--- config.mk ---
export PLATFORM = sky130hd
export DESIGN_NAME = mul_seq
export DESIGN_NICKNAME = d
export VERILOG_FILES = /design/src/rtl/mul_seq.sv
export SDC_FILE = /design/constraint.sdc
export NUM_CORES = 1
export LEC_CHECK = 0
export CORE_MARGIN = 5
export CORE_UTILIZATION = 55
export DETAILED_ROUTE_END_ITERATION = 6
export PLACE_DENSITY = 0.76
export SLEW_MARGIN = 40
export SYNTH_ARGS = -nofsm -noshare
export SYNTH_HDL_FRONTEND = slang
export SYNTH_SLANG_ARGS = --single-unit
export TNS_END_PERCENT = 30
--- constraint.sdc ---
create_clock -name clk -period 4.1 [get_ports clk]
set_input_delay 0.82 -clock clk [delete_from_list [all_inputs] [get_ports clk]]
set_output_delay 0.82 -clock clk [all_outputs]
set_load 0.02 [all_outputs]
--- src/rtl/mul_seq.sv ---
// mul_seq: iterative radix-2 shift-add multiplier (MUL/UMULL/SMULL).
// Ports: clk, reset, start, a, b, MulOp in; busy, done, Result, Result2, MulFlags out.
module mul_seq #(
  parameter int N = 32
) (
  input  logic         clk,
  input  logic         reset,
  input  logic         start,
  input  logic [N-1:0] a,
  input  logic [N-1:0] b,
  input  logic [1:0]   MulOp,
  output logic         busy,
  output logic         done,
  output logic [N-1:0] Result,
  output logic [N-1:0] Result2,
  output logic [3:0]   MulFlags
);

  localparam int CW = $clog2(N);

  typedef enum logic [1:0] {
    IDLE,
    RUN,
    FIX,
    DONE
  } state_t;

  state_t           state;
  logic [2*N-1:0]   acc;
  logic [2*N-1:0]   mcand;
  logic [N-1:0]     mplier;
  logic [CW-1:0]    cnt;
  logic             sgn;
  logic             wide;

  logic             is_smull;
  logic             is_wide;
  logic [N-1:0]     a_mag;
  logic [N-1:0]     b_mag;
  logic [2*N-1:0]   acc_nxt;
  logic [2*N-1:0]   prod;
  logic             last;

  always_comb begin
    is_smull = (MulOp == 2'b10);
    is_wide  = (MulOp == 2'b01) || (MulOp == 2'b10);
    // |0x80..0| stays 0x80..0 as an unsigned value
    a_mag    = a;
    b_mag    = b;
    if (is_smull && a[N-1]) a_mag = {N{1'b0}} - a;
    if (is_smull && b[N-1]) b_mag = {N{1'b0}} - b;
    acc_nxt  = acc;
    if (mplier[0]) acc_nxt = acc + mcand;
    prod     = acc;
    if (sgn) prod = {2*N{1'b0}} - acc;
    last     = (cnt == CW'(N-1));
  end

  always_ff @(posedge clk) begin
    if (reset) begin
      state    <= IDLE;
      acc      <= '0;
      mcand    <= '0;
      mplier   <= '0;
      cnt      <= '0;
      sgn      <= 1'b0;
      wide     <= 1'b0;
      busy     <= 1'b0;
      done     <= 1'b0;
      Result   <= '0;
      Result2  <= '0;
      MulFlags <= '0;
    end else begin
      unique case (state)
        IDLE, DONE: begin
          done <= 1'b0;
          if (start) begin
            acc    <= '0;
            mcand  <= {{N{1'b0}}, a_mag};
            mplier <= b_mag;
            cnt    <= '0;
            sgn    <= is_smull & (a[N-1] ^ b[N-1]);
            wide   <= is_wide;
            busy   <= 1'b1;
            state  <= RUN;
          end else begin
            state  <= IDLE;
          end
        end
        RUN: begin
          acc    <= acc_nxt;
          mcand  <= mcand << 1;
          mplier <= mplier >> 1;
          if (last) begin
            state <= FIX;
          end else begin
            cnt   <= cnt + CW'(1);
          end
        end
        FIX: begin
          acc    <= prod;
          Result <= prod[N-1:0];
          if (wide) begin
            Result2  <= prod[2*N-1:N];
            MulFlags <= {prod[2*N-1], (prod == '0), 2'b00};
          end else begin
            Result2  <= '0;
            MulFlags <= {prod[N-1], (prod[N-1:0] == '0), 2'b00};
          end
          busy  <= 1'b0;
          done  <= 1'b1;
          state <= DONE;
        end
        default: state <= IDLE;
      endcase
    end
  end

endmodule
* Word level (Yosys, flattened, before mapping)
Index checks and enable logic that the tools add are counted. W data, S select, Z words.
Cells by class: reductions and logical operators 14, muxes and demuxes 21, bitwise gates (word level) 2, add/sub/neg operators 5, equality and inequality tests 10
Operators with widths (number):
- $mux W64 | 4
- $pmux W64 S3 | 1
- $mux W32 | 4
- $pmux W64 S2 | 1
- $add A64 B64 Y64 | 1
- $logic_not A64 Y1 | 1
- $pmux W32 S2 | 1
- $sub A1 B32 Y32 const A | 2
- $sub A1 B64 Y64 const A | 1
- $logic_not A32 Y1 | 1
- $mux W5 | 2
- $pmux W5 S2 | 1
- $ne A2 B2 Y1 const B | 4
- $reduce_and A2 Y1 | 4
- $eq A2 B2 Y1 const B | 3
- $pmux W2 S3 | 1
- $add A5 B1 Y5 const B | 1
- $eq A5 B5 Y1 const B | 1
- $eq A2 B1 Y1 const B | 2
- $mux W4 | 1
- $pmux W1 S2 | 2
- $reduce_bool A2 Y1 | 2
- $reduce_and A3 Y1 | 1
- $logic_and A1 B1 Y1 | 2
- 7 further kinds | 8
Storage, ports and cells: bits in registers 239, logic and storage cells 64, output and inout bits 70, bits of input ports 69

* Longest topological paths before layout
word-level depth 5, gate-level depth with buffers 12, depth with buffers taken out 12

* Worst setup path before layout
OpenSTA, ideal clock, no wires.
path type register -> register, start reg acc[33], end reg acc[63], stages on the path, launching flop included 12, data arrival time 2979 ps, clock period less this slack 3101 ps, setup time 122 ps, buffers on the path 1, path slack 999 ps, data required time 3978 ps, path through dfxtp_1 ha_1 clkbuf_1 nand4_1 or3_1 or2_2 a2bb2oi_1 nand3_1 o211ai_1 a2111oi_0 nor4_1 a311o_1
Between the ends: longest elaborated chain between the ends 3, elaborated cells between the ends (all ways) 5, classes of those cells add/sub (2); mux (3)
RTL lines:
- start, declared | line 29 | logic [2*N-1:0] acc;
- start signal, assigned | line 91 | acc <= acc_nxt;
- start signal, assigned | line 101 | acc <= prod;
- $sub A1 B64 Y64 / $add A64 B64 Y64 (equally long branches) | line 55, 53
- $mux W64, on equally long branches | line 55, 53
- $pmux W64 S3 (*) | line 74 | unique case (state)
Mark *: on every way between the ends. The rest lies on a longest branch, timed or not. The select of a mux whose other input is x is not followed. A chain may end at the register's enable or synchronous reset.

* Final worst setup path
start reg acc[6], end reg MulFlags[2]
Between the ends: longest elaborated chain between the ends 4, elaborated cells between the ends (all ways) 5, classes of those cells add/sub (1); mux (2); reduce/logical (2)
RTL lines:
- $sub A1 B64 Y64 | line 55 | if (sgn) prod = {2*N{1'b0}} - acc;
- $mux W64 (*) | line 55
- $logic_not A64 Y1 / $logic_not A32 Y1 (equally long branches) | line 105, 108
- $mux W4 (*) | line 103 | if (wide) begin
- end signal, assigned | line 105 | MulFlags <= {prod[2*N-1], (prod == '0), 2'b00};
- end signal, assigned | line 108 | MulFlags <= {prod[N-1], (prod[N-1:0] == '0), 2'b00};
- end, declared | line 16 | output logic [3:0] MulFlags
Mark *: on every way between the ends. The rest lies on a longest branch, timed or not.

==> qor.yml <==
run_status: "finished clean"
synth-warning-count: 0
synthArstFlopShare_pct: 0
post_cts.resized_instances: 0
critical_path.cell_chain: "or4_1, nor4_4, nand3b_1, o41ai_2, xor2_1, nor4b_1, nand4_1, nor4_2, o221a_1"
cts_tree: "built"
post_syn_area_mm2: 0.0163
hold-worst-slack_ps: 451
worst_setup_path_start_kind: "flop"
total_wire_length_after_detailed_routing_um: 51700
number_of_buffers_inserted_during_clock_tree_synthesis: 27
count_of_max_cap_constraint_violations: 0
ys.flop_type: "sky130_fd_sc_hd__dfxtp_1"
rows: 63
die_x_um: 182
required_ps: 4600
max_stage_delay_ps: 660
worst_ir_drop_vdd_mv: 0.346
ff_latch_area_mm2: 0.00475
worst_skew_pair_latency_ps: 560
globalplace.congestion: 0.988
grt_setup_unrepaired: "false"
synth_seq_cells: 237
floorplan.initialDensity_pct: 55.3
fin_crit_sh_pct: 95.2
antenna_violating_nets_post_route: 0
grt_first_pass_wirelength_um: 82700
drc: 0
synth.lib_cells_used.distinct: 79
vias_in_the_first_global_route: 15545
setup.worst_path.class: "flop to flop"
p_leak_nw: 7.27
num-nets-final: 2383
synth_seq_area_share_pct: 29.2
drt-wirelength-per-cell_um: 19.5
net-switching-power_mw: 4.03
timing.final.crit_period_ps: 3900
synth_edf_count: 0
cp.buffers_inverters: 0
postLayoutCellArea_mm2: 0.0189
initialDrtViolationCount: 1629
fin_skew_ps: 10.9
via_count: 16768
power_density_mw_per_mm2: 503
seq_power_share_pct: 30.7
p_comb_share_pct: 42.0
mostFrequentLayoutCells: "sky130_fd_sc_hd__nand2_1, sky130_fd_sc_hd__dfxtp_1, sky130_fd_sc_hd__a21oi_1"
cts_setup_buffers: 0
kind_of_capture_point_of_the_worst_setup_path: "flop"
worstHoldPathType: "flop to flop"
worst_slew_pin_slew_ps: 901
antenna_found_initial: 0
totalPowerFinal_mw: 9.51
syn-instance-count: 2186
cts.path.max_buffers: 3
final.setup.tns_ps: 0
cts.sinks: 237
critical_path_peak_fanout: 8
fmax_mhz: 256
synth.avg_cell_area_um2: 7.44
report.final.slew_viol_count: 0
clk_pin_slew_ps: 60
detailedPlacementHpwl_um: 37600
grt_start_max_net_pins: 205
p_int_mw: 5.49
top_level_ports: 139
die_h_um: 182
cp.arrival_ps: 4400
grt_remaining_overflow: 0
cts_hold_repair.buffers: 0
switching_share_pct: 42.3
ctsRootBufferMaster: "sky130_fd_sc_hd__clkbuf_16"
critPathSlowestCell: "sky130_fd_sc_hd__or4_1"
clock_power_share_pct: 27.3
place.port_buffers: 136
track_usage_pct: 29.8
finalHoldViolCount: 0
worst_slew_margin_relative_to_its_limit_pct: 39.7
viasPerCell: 6.32
placement.cell_area_mm2: 0.0179
core_footprint_mm2: 0.0294
design.die.area_mm2: 0.0331
finalSetupViolCount: 0
fillerInstances: 2581
detail_route.first_pass.iterations: 6
cts-htree-levels: 1
cpLargestDelayFamily: "simple AND/OR/NAND/NOR gates"
mostFrequentLayoutCell: "sky130_fd_sc_hd__nand2_1"
syn_to_final_growth_pct: 16.3
drive_gt1_share_pct: 5.44
multi_input_comb_area_mm2: 0.0108
sequential cells by signal (all words and copies together) (netlist names):
register and flops:
MulFlags 2, cnt 5, sgn 1, mcand 64, acc 64, busy 1, done 1, state 2
wide 1, Result2 32, Result 32, mplier 32
worst min-delay path: cells and delay by family, from the launching register on:
family	cells	cell delay, ps
AO/OA/AOI/OAI	1	50
flip-flops	1	310
AND/OR/NAND/NOR	1	50
metal layers:
layer	vias to the layer above	wire (um)	global-route usage [%]
met5	-	0	0
met4	0	1620	9.70
met3	130	4290	4.89
met2	758	23100	47.0
met1	7854	22700	41.6
li1	8026	-	-
cell type report:
type	instances	share of cell area, %
antenna	1	0.0132
clock buffer	35	3.83
clock inverter	14	1.12
inverter	42	0.833
multi-input combinational	1755	57.3
sequential	237	25.1
tap	390	2.58
timing repair buffer	178	9.26
cell families after synthesis:
kind of cell,after synthesis,synth area share [%]
flops,237,29.2
xor+xnor,165,8.88
other cells,1,0.0230
compound gates,712,28.0
fa+ha+maj,73,5.66
mux,14,0.869
buf+inv,195,4.63
simple gates,789,22.8
cells in the mapped netlist (8+ instances only):
master	count	share of area (%)
sky130_fd_sc_hd__a211oi_1	28	1.3
sky130_fd_sc_hd__a21o_1	30	1.4
sky130_fd_sc_hd__a21oi_1	235	7.2
sky130_fd_sc_hd__a22o_1	8	0.43
sky130_fd_sc_hd__a22oi_1	61	2.8
sky130_fd_sc_hd__a2bb2oi_1	8	0.43
sky130_fd_sc_hd__a31oi_1	12	0.46
sky130_fd_sc_hd__and2_1	14	0.54
sky130_fd_sc_hd__buf_1	15	0.35
sky130_fd_sc_hd__clkbuf_1	130	3.0
sky130_fd_sc_hd__dfxtp_1	237	29
sky130_fd_sc_hd__ha_1	72	5.5
sky130_fd_sc_hd__inv_1	41	0.95
sky130_fd_sc_hd__mux2i_1	13	0.80
sky130_fd_sc_hd__nand2_1	288	6.6
sky130_fd_sc_hd__nand2b_1	26	1.0
sky130_fd_sc_hd__nand3_1	29	0.89
sky130_fd_sc_hd__nand4_1	33	1.3
sky130_fd_sc_hd__nor2_1	208	4.8
sky130_fd_sc_hd__nor2b_1	37	1.4
sky130_fd_sc_hd__nor3_1	44	1.4
sky130_fd_sc_hd__nor4_1	24	0.92
sky130_fd_sc_hd__o211ai_1	40	1.8
sky130_fd_sc_hd__o21ai_0	137	4.2
sky130_fd_sc_hd__o21bai_1	17	0.78
sky130_fd_sc_hd__o22ai_1	17	0.65
sky130_fd_sc_hd__o31ai_1	30	1.4
sky130_fd_sc_hd__o41ai_1	15	0.81
sky130_fd_sc_hd__or2_2	9	0.35
sky130_fd_sc_hd__or3_1	26	1.0
sky130_fd_sc_hd__or4_1	18	0.83
sky130_fd_sc_hd__xnor2_1	104	5.6
sky130_fd_sc_hd__xor2_1	61	3.3
final timing paths:
kind	endpoint	cells past startpoint	slack [ps]	from
max	MulFlags[2]$_SDFFE_PP0P_	9	200	acc[6]$_SDFFE_PP0P_
min	mplier[30]$_SDFFE_PP0P_	2	450	mplier[30]$_SDFFE_PP0P_
max reg2reg	MulFlags[2]$_SDFFE_PP0P_	9	200	acc[6]$_SDFFE_PP0P_
min reg2reg	mplier[30]$_SDFFE_PP0P_	2	450	mplier[30]$_SDFFE_PP0P_
power groups by stage:
stage / Sequential (mW) / Clock [mW] / Combinational (mW)
after CTS: 2.91 / 2.63 / 3.91
after global placement: 2.95 / 0 / 3.82
after detailed placement: 2.96 / 0 / 3.89
final: 2.92 / 2.60 / 4.00
after floorplan: 2.92 / 0 / 2.58
after global routing: 2.96 / 2.73 / 4.34
per-stage QoR:
step	instances	util (%)	worst slack [ps]
5_1_grt	2651	64.4	74.1
3_5_place_dp	2601	61.0	144
2_1_floorplan	2187	-	999
4_1_cts	2650	64.2	118
6_report	2652	64.4	197
3_3_place_gp	2601	61.0	192
Note: power is estimated with default switching activity, not from simulation.
